==> src/rtl/qpu_exu_wbck_queue.sv <==
// Write-back queue: per-channel result FIFOs plus an in-order commit slot.
// Define QPU_WBCK_BYPASS_EN to let a result reach an empty, ready channel in the accept cycle.
module qpu_exu_wbck_queue #(
    parameter int NCH   = 4,
    parameter int DW    = 32,
    parameter int IDXW  = 6,
    parameter int DEPTH = 2,
    parameter int PCW   = 32
) (
    input  logic                clk,
    input  logic                rst,
    input  logic                i_valid,
    output logic                i_ready,
    input  logic [NCH-1:0]      i_chsel,
    input  logic [DW-1:0]       i_data,
    input  logic [IDXW-1:0]     i_rdidx,
    input  logic [PCW-1:0]      i_pc,
    output logic                cmt_o_valid,
    input  logic                cmt_o_ready,
    output logic [PCW-1:0]      cmt_o_pc,
    output logic [NCH-1:0]      o_valid,
    input  logic [NCH-1:0]      o_ready,
    output logic [NCH*DW-1:0]   o_data,
    output logic [NCH*IDXW-1:0] o_rdidx,
    output logic                o_idle,
    output logic                o_err
);
    localparam int AW = $clog2(DEPTH);

    logic [AW:0]      wr_ptr   [NCH];
    logic [AW:0]      rd_ptr   [NCH];
    logic [DW-1:0]    mem_data [NCH][DEPTH];
    logic [IDXW-1:0]  mem_idx  [NCH][DEPTH];

    logic             vld;
    logic [PCW-1:0]   pc_q;
    logic             err;

    logic [NCH-1:0]   empty, full, ch_free, push, pop, byp;
    logic             slot_free, sel_legal, sel_free, accept;

    always_comb begin
        for (int k = 0; k < NCH; k++) begin
            empty[k] = (wr_ptr[k] == rd_ptr[k]);
            full[k]  = (wr_ptr[k][AW] != rd_ptr[k][AW]) &&
                       (wr_ptr[k][AW-1:0] == rd_ptr[k][AW-1:0]);
        end
    end

    assign ch_free   = ~full | o_ready;
    assign slot_free = ~vld | cmt_o_ready;
    assign sel_legal = ((i_chsel & (i_chsel - NCH'(1))) == '0);
    assign sel_free  = (i_chsel == '0) | (|(i_chsel & ch_free));
    // Gated by rst so no handshake can complete while reset is asserted.
    assign i_ready   = ~rst & slot_free & sel_legal & sel_free;
    assign accept    = i_valid & i_ready;

`ifdef QPU_WBCK_BYPASS_EN
    assign byp = {NCH{accept}} & i_chsel & empty & o_ready;
`else
    assign byp = '0;
`endif

    assign push    = {NCH{accept}} & i_chsel & ~byp;
    assign pop     = ~empty & o_ready & {NCH{~rst}};
    assign o_valid = (~empty | byp) & {NCH{~rst}};

    always_comb begin
        o_data  = '0;
        o_rdidx = '0;
        for (int k = 0; k < NCH; k++) begin
            if (o_valid[k]) begin
                o_data[k*DW +: DW]     = byp[k] ? i_data  : mem_data[k][rd_ptr[k][AW-1:0]];
                o_rdidx[k*IDXW +: IDXW] = byp[k] ? i_rdidx : mem_idx[k][rd_ptr[k][AW-1:0]];
            end
        end
    end

    assign cmt_o_valid = vld & ~rst;
    assign cmt_o_pc    = cmt_o_valid ? pc_q : '0;
    assign o_idle      = (&empty) & ~vld;
    assign o_err       = err;

    always_ff @(posedge clk) begin
        if (rst) begin
            for (int k = 0; k < NCH; k++) begin
                wr_ptr[k] <= '0;
                rd_ptr[k] <= '0;
            end
            vld  <= 1'b0;
            pc_q <= '0;
            err  <= 1'b0;
        end else begin
            for (int k = 0; k < NCH; k++) begin
                if (push[k]) wr_ptr[k] <= wr_ptr[k] + (AW+1)'(1);
                if (pop[k])  rd_ptr[k] <= rd_ptr[k] + (AW+1)'(1);
            end
            // A load in the same cycle as a drain keeps the slot occupied.
            if (accept) begin
                vld  <= 1'b1;
                pc_q <= i_pc;
            end else if (vld && cmt_o_ready) begin
                vld <= 1'b0;
            end
            if (i_valid && !sel_legal) err <= 1'b1;
        end
    end

    always_ff @(posedge clk) begin
        for (int k = 0; k < NCH; k++) begin
            if (push[k]) begin
                mem_data[k][wr_ptr[k][AW-1:0]] <= i_data;
                mem_idx[k][wr_ptr[k][AW-1:0]]  <= i_rdidx;
            end
        end
    end

endmodule

==> config.mk <==
export PLATFORM = sky130hd
export DESIGN_NAME = qpu_exu_wbck_queue
export DESIGN_NICKNAME = d
export VERILOG_FILES = /design/src/rtl/qpu_exu_wbck_queue.sv
export SDC_FILE = /design/constraint.sdc
export NUM_CORES = 1
export LEC_CHECK = 0
export ABC_AREA = 1
export CORE_UTILIZATION = 56
export DETAILED_ROUTE_END_ITERATION = 10
export MAX_ROUTING_LAYER = met4
export PLACE_DENSITY = 0.95
export SETUP_SLACK_MARGIN = 0.4
export SLEW_MARGIN = 15
export SYNTH_ARGS = -nofsm -noshare
export SYNTH_HDL_FRONTEND = slang
export SYNTH_SLANG_ARGS = --single-unit
==> constraint.sdc <==
create_clock -name clk -period 8.89 [get_ports clk]
set_clock_uncertainty 0.05 [all_clocks]
set_input_delay 1.778 -clock clk [delete_from_list [all_inputs] [get_ports clk]]
set_output_delay 1.778 -clock clk [all_outputs]
set_load 0.01 [all_outputs]
==> impl_metrics.toml, run 1 <==
[run_status]
status = "finished, final reports clean"

[yosys]
synth_area_sq_um = 14200
synth_most_common_cell = "nand2_1"
synth_edf_count = 320
synth_seq_cells = 354
synth_top_area_share = 0.679
ys_async_sr_fraction = 0
yosysWarnings = 0
synth_common_cells = "nand2_1, edfxtp_1, a21oi_1"
ys_types = 24
yosysTopAreaCell = "edfxtp_1"
ys.flop_type = "edfxtp_1"
synth_fp_nets = 1348
synthTopCellsByArea = "edfxtp_1, nand2_1, a21oi_1, dfxtp_1, inv_1"
syn_area_per_cell_sq_um = 11.2
seq_area_frac_synth = 0.727
netlist_instances = 1266

[worst_setup_path]
cp-start-kind = "input pin"
cp_max_fo = 43
worstPathArrival_ns = 4.68
cp_cell_sequence = "clkdlybuf4s50_1 > clkinv_1 > buf_4 > nand2_2 > a21oi_1 > clkdlybuf4s50_1"
crit_required_ns = 7.06
r2r_cells = 12
cp_common_cell = "clkdlybuf4s50_1"
path_class = "input pin to output port"
cpMaxStageDelayCell = "nand2_2"
slowest_delay_ns = 0.69
r2r_slack_ns = 4.68
end_kind = "output port"

[clock_tree]
clk_pin_slew_ns = 0.06
cts_hold_buffers = 0
post_cts.repair.setup_buffers = 0
cts_buffers = 36
clockBufferDepth = 3
post_cts_resized = 0
clock_latency_ns = 0.51
cts.htree.levels = 2
cts.sinks = 354
root_buffer = "clkbuf_16"
cts_tree = "done"

[floorplanning]
die_h_microns = 161
die_w_microns = 161
floorplan.initialDensity = 0.577
dieArea_sq_um = 25900
rows = 57
pin_count = 274
core_area_sq_um = 24500

[routing]
dr.pass1.iters = 5
vias = 10900
drcViolationCount = 0
ant_nets = 0
avgViaCountPerCell = 5.82
wl_per_cell_microns = 22.3
wirelength_mm = 41.8
first_iter_violations = 1607

[placed_design]
dpl_worst_slack_ns = 2.39
numPortBuffers = 273
dp_hpwl_mm = 23.7
gp_congestion = 0.919
placedCellCount = 1807

[finish]
regArea_sq_um = 10300
fin_cells = 1876
area.growth.synth_to_final_pct = 30.1
nFillCells = 1464
num-nets-final = 1604
multiInputGateArea_sq_um = 3150
drive_above_1_share = 0.0619

[global_route]
grt_pass1_wl_mm = 62.1
grt_pass1_vias = 11100
grt.overflow.total = 0
antenna_found_initial = 2
grt_use_total = 0.330
grt_max_degree = 53

[timing]
setup_slack_ns = 2.39
hold_violations = 0
rsz0062_at_grt = "no"
min_period_ns = 6.50
slew_headroom = 0.285
finalMaxSlewViolations = 0
setup_viol = 0
setup-tns-final_ns = 0
clock.fmax_ghz = 0.154
worst_pin_slew_ns = 1.07
hold_slack_ns = 0.408
finalCritPeriodShare = 0.732

[pwr]
p_leak_nw = 6.74
peakVddDrop_mv = 0.214
power.density_nw_per_um2 = 212

[worst_hold_path]
hold_path_class = "register to register"
worstHoldPathCells = 2

[job]
drv_cap = 0
[metal layers]
metal | routed length [microns] | up-vias | GRT usage
met2 | 21000 | 867 | 0.548
met5 | 0 | - | -
met4 | 1470 | 0 | 0.148
met3 | 5150 | 124 | 0.0860
li1 | - | 4743 | -
met1 | 14200 | 5189 | 0.377
[worst paths after layout]
kind	start	endpoint
setup / recovery	rst	o_data[10]
hold / removal	o_err$_SDFFE_PP0P_	o_err$_SDFFE_PP0P_
setup reg to reg	rd_ptr[1][0]$_SDFFCE_PN0P_	mem_data[2][1]$_DFFE_PP_
hold reg to reg	o_err$_SDFFE_PP0P_	o_err$_SDFFE_PP0P_
[worst max-delay path: cells and delay by family]
kind	cells	cell delay [ns]
buffers and inverters	4	1.72
AND/OR/NAND/NOR	1	0.69
AO/OA/AOI/OAI	1	0.44
[sequential cells by signal, summed over array words and instances (netlist names)]
signal    flops
mem_data    256
mem_idx      48
pc_q         32
rd_ptr        8
wr_ptr        8
o_err         1
vld           1
[layout make-up]
cell class              count  share of cell area
flip-flops and latches    354               0.558
multi-input cells         713               0.171
repair buffers            292               0.156
clock buffers              44              0.0517
inverters                 125              0.0255
well taps                 324              0.0220
clock inverters            22              0.0149
diodes                      2            0.000272
[power breakdown]
| group | leakage, nW | switching (mW) | internal, mW |
|---|---|---|---|
| Clock | 0.590 | 0.649 | 0.919 |
| Combinational | 2.97 | 0.304 | 0.190 |
| Sequential | 3.19 | 0.0110 | 1.84 |
| Total | 6.74 | 0.964 | 2.95 |
[placed cells by master (no fill, tap or decap), drive strengths merged, types with 9 or more instances in the layout]
cell type and count:
dfxtp 34, clkbuf 44, o21ai 9, nor2 76, inv 124, nand2 397
nor3 23, clkdlybuf4s50 273, xnor2 11, a21oi 155, buf 19, nand4 32
clkinv 14, edfxtp 320
[stage by stage]
| stage | util | cell area [sq um] | power (mW) |
|---|---|---|---|
| after global placement | 0.700 | 17200 | 2.35 |
| after floorplan | - | 14200 | 2.11 |
| final | 0.751 | 18400 | 3.92 |
| after detailed placement | 0.700 | 17200 | 2.36 |
| after CTS | 0.750 | 18400 | 3.91 |
| after global routing | 0.751 | 18400 | 4.00 |
[kinds of logic (layout without fill, tap and decap cells)]
| family | after synthesis | count (layout) | share of synthesized area |
|---|---|---|---|
| compound gates | 165 | 165 | 0.0585 |
| xor+xnor | 11 | 11 | 0.00680 |
| buf+inv | 199 | 483 | 0.0545 |
| flops | 354 | 354 | 0.727 |
| other cells | 0 | 2 | 0 |
| simple gates | 537 | 537 | 0.153 |
No activity file was read; power rests on OpenSTA's default activity.
==> run 2: changes to the inputs <==
CORE_UTILIZATION = 47   (was 56)
PLACE_DENSITY = 0.87   (was 0.95)
clock period = 5.5 ns   (was 8.89 ns; I/O delays follow)
==> run 2 against run 1 <==
Net effect:
- hold slack gained 0.047 ns
- sequential share of layout area shrank 0.86 points
- largest cell class unchanged
- total power grew 67%
- critical path type unchanged
- setup slack lost 1.6 ns
- count of clock-buffer cells in the layout is the same
- wire length shrank 5.6%
- clock power grew 76%
- non-clock buffer count grew 4
- combinational power grew 57%
- critical path depth is the same
- die area grew 19%
==> impl_metrics.toml, run 2 (synthesized netlist as in run 1, its figures left out) <==
[run_status]
status = "finished, final reports clean"

[finish]
layout_common_cells = "nand2_1, edfxtp_1, clkdlybuf4s50_1"
design_area_sq_um = 18700
num-nets-final = 1610
antenna_cells = 0
largest_reg_flops = 256
final_common_cell = "nand2_1"
area.growth.synth_to_final_pct = 32.2
drive_above_1_share = 0.0706

[placed_design]
gp_congestion = 0.860
dpl_cell_area_sq_um = 17300
numPortBuffers = 273
dpl_worst_slack_ns = 0.757
dp_hpwl_mm = 23.8

[timing]
finalCritPeriodShare = 0.865
setup-tns-final_ns = 0
slew_headroom = 0.328
finalMaxSlewViolations = 0
worst_pin_slew_ns = 1.01
setup_slack_ns = 0.740
min_period_ns = 4.76
rsz0062_at_grt = "no"
clock.fmax_ghz = 0.210
setup_viol = 0
hold_violations = 0

[routing]
drcViolationCount = 0
dr.pass1.iters = 5
ant_nets = 0
avgViaCountPerCell = 5.38
wirelength_mm = 39.5
wl_per_cell_microns = 20.3
vias = 10500
first_iter_violations = 820

[clock_tree]
cts_buffers = 38
post_cts.repair.setup_buffers = 0
root_buffer = "clkbuf_16"
clk_pin_slew_ns = 0.06
clock_latency_ns = 0.54
cts_tree = "done"
clockBufferDepth = 3
cts.sinks = 354
cts.htree.levels = 2
post_cts_resized = 0
cts_hold_buffers = 0

[pwr]
switchingPower_mw = 1.59
p_sw_frac = 0.243
p_leak_nw = 6.85
power.density_nw_per_um2 = 350
power_frac_clock = 0.422
peakVddDrop_mv = 0.246
pwr-share-seq = 0.460
p_comb_frac = 0.119
intPower_mw = 4.96
finalPower_mw = 6.55

[floorplanning]
core_area_sq_um = 29600
floorplan.initialDensity = 0.478
dieArea_sq_um = 30800
pin_count = 274
rows = 63
die_w_microns = 176
die_h_microns = 176

[global_route]
antenna_found_initial = 0
grt.overflow.total = 0
grt_use_total = 0.262
grt_pass1_vias = 10400
grt_max_degree = 42
grt_pass1_wl_mm = 58.9

[worst_setup_path]
cp_max_fo = 20
r2r_start = "rd_ptr[0][0]$_SDFFCE_PN0P_"
worstPathArrival_ns = 3.61
cp-start-kind = "input pin"
crit_required_ns = 4.35
path_class = "input pin to output port"
end_kind = "output port"
worstSetupStartpoint = "rst"

[worst_hold_path]
hold_start = "o_err$_SDFFE_PP0P_"
hold_path_class = "register to register"

[job]
drv_cap = 0
[run 2: final cells by class]
cell class                      instances  area [sq um]
Timing Repair Buffer                  296          2930
Sequential cell                       354         10300
Clock inverter                         26           350
Tap cell                              390           488
Inverter                              125           469
Clock buffer                           44          1040
Fill cell                            2172         10900
Multi-Input combinational cell        713          3150
[run 2: path summary, 6_finish.rpt]
kind                               to  slack [ns]  cells after the start
max                        o_data[36]        0.74                      6
min                o_err$_SDFFE_PP0P_        0.45                      2
max reg2reg  mem_data[0][7]$_DFFE_PP_        1.64                      9
min reg2reg        o_err$_SDFFE_PP0P_        0.45                      2
[run 2: metrics by stage]
step                utilization  cells  hold slack [ns]
floorplan                     -   1266            0.418
global placement          0.584   1878            0.386
detailed placement        0.584   1878            0.413
CTS                       0.631   1948            0.455
global route              0.631   1948            0.474
finish                    0.631   1948            0.455
[run 2: worst max-delay path, cell delays in order]
cell and delay [ns]:
clkdlybuf4s50_1 0.66, clkinv_1 0.40, nand2_2 0.55, buf_4 0.30, a21oi_1 0.06, clkdlybuf4s50_1 0.50
[run 2: power by group through the flow]
| stage | logic (mW) | clock network, mW | registers [mW] |
|---|---|---|---|
| final | 0.776 | 2.76 | 3.01 |
| after global routing | 0.833 | 2.89 | 3.01 |
| after CTS | 0.778 | 2.79 | 3.01 |
| after detailed placement | 0.767 | 0 | 3.07 |
| after global placement | 0.747 | 0 | 3.06 |
| after floorplan | 0.354 | 0 | 3.05 |
[run 2: layer usage]
metal | GRT usage | part of all wire | vias to the layer above
met5 | - | 0 | -
met4 | 0.0804 | 0.022 | 0
met3 | 0.0494 | 0.093 | 71
met2 | 0.442 | 0.50 | 597
met1 | 0.320 | 0.39 | 5044
li1 | - | - | 4765
==> run 3: changes to the inputs <==
TNS_END_PERCENT = 100   (was not set)
==> results of run 3 <==
Same layout as run 2: the final DEF is identical, and so are final timing and power.
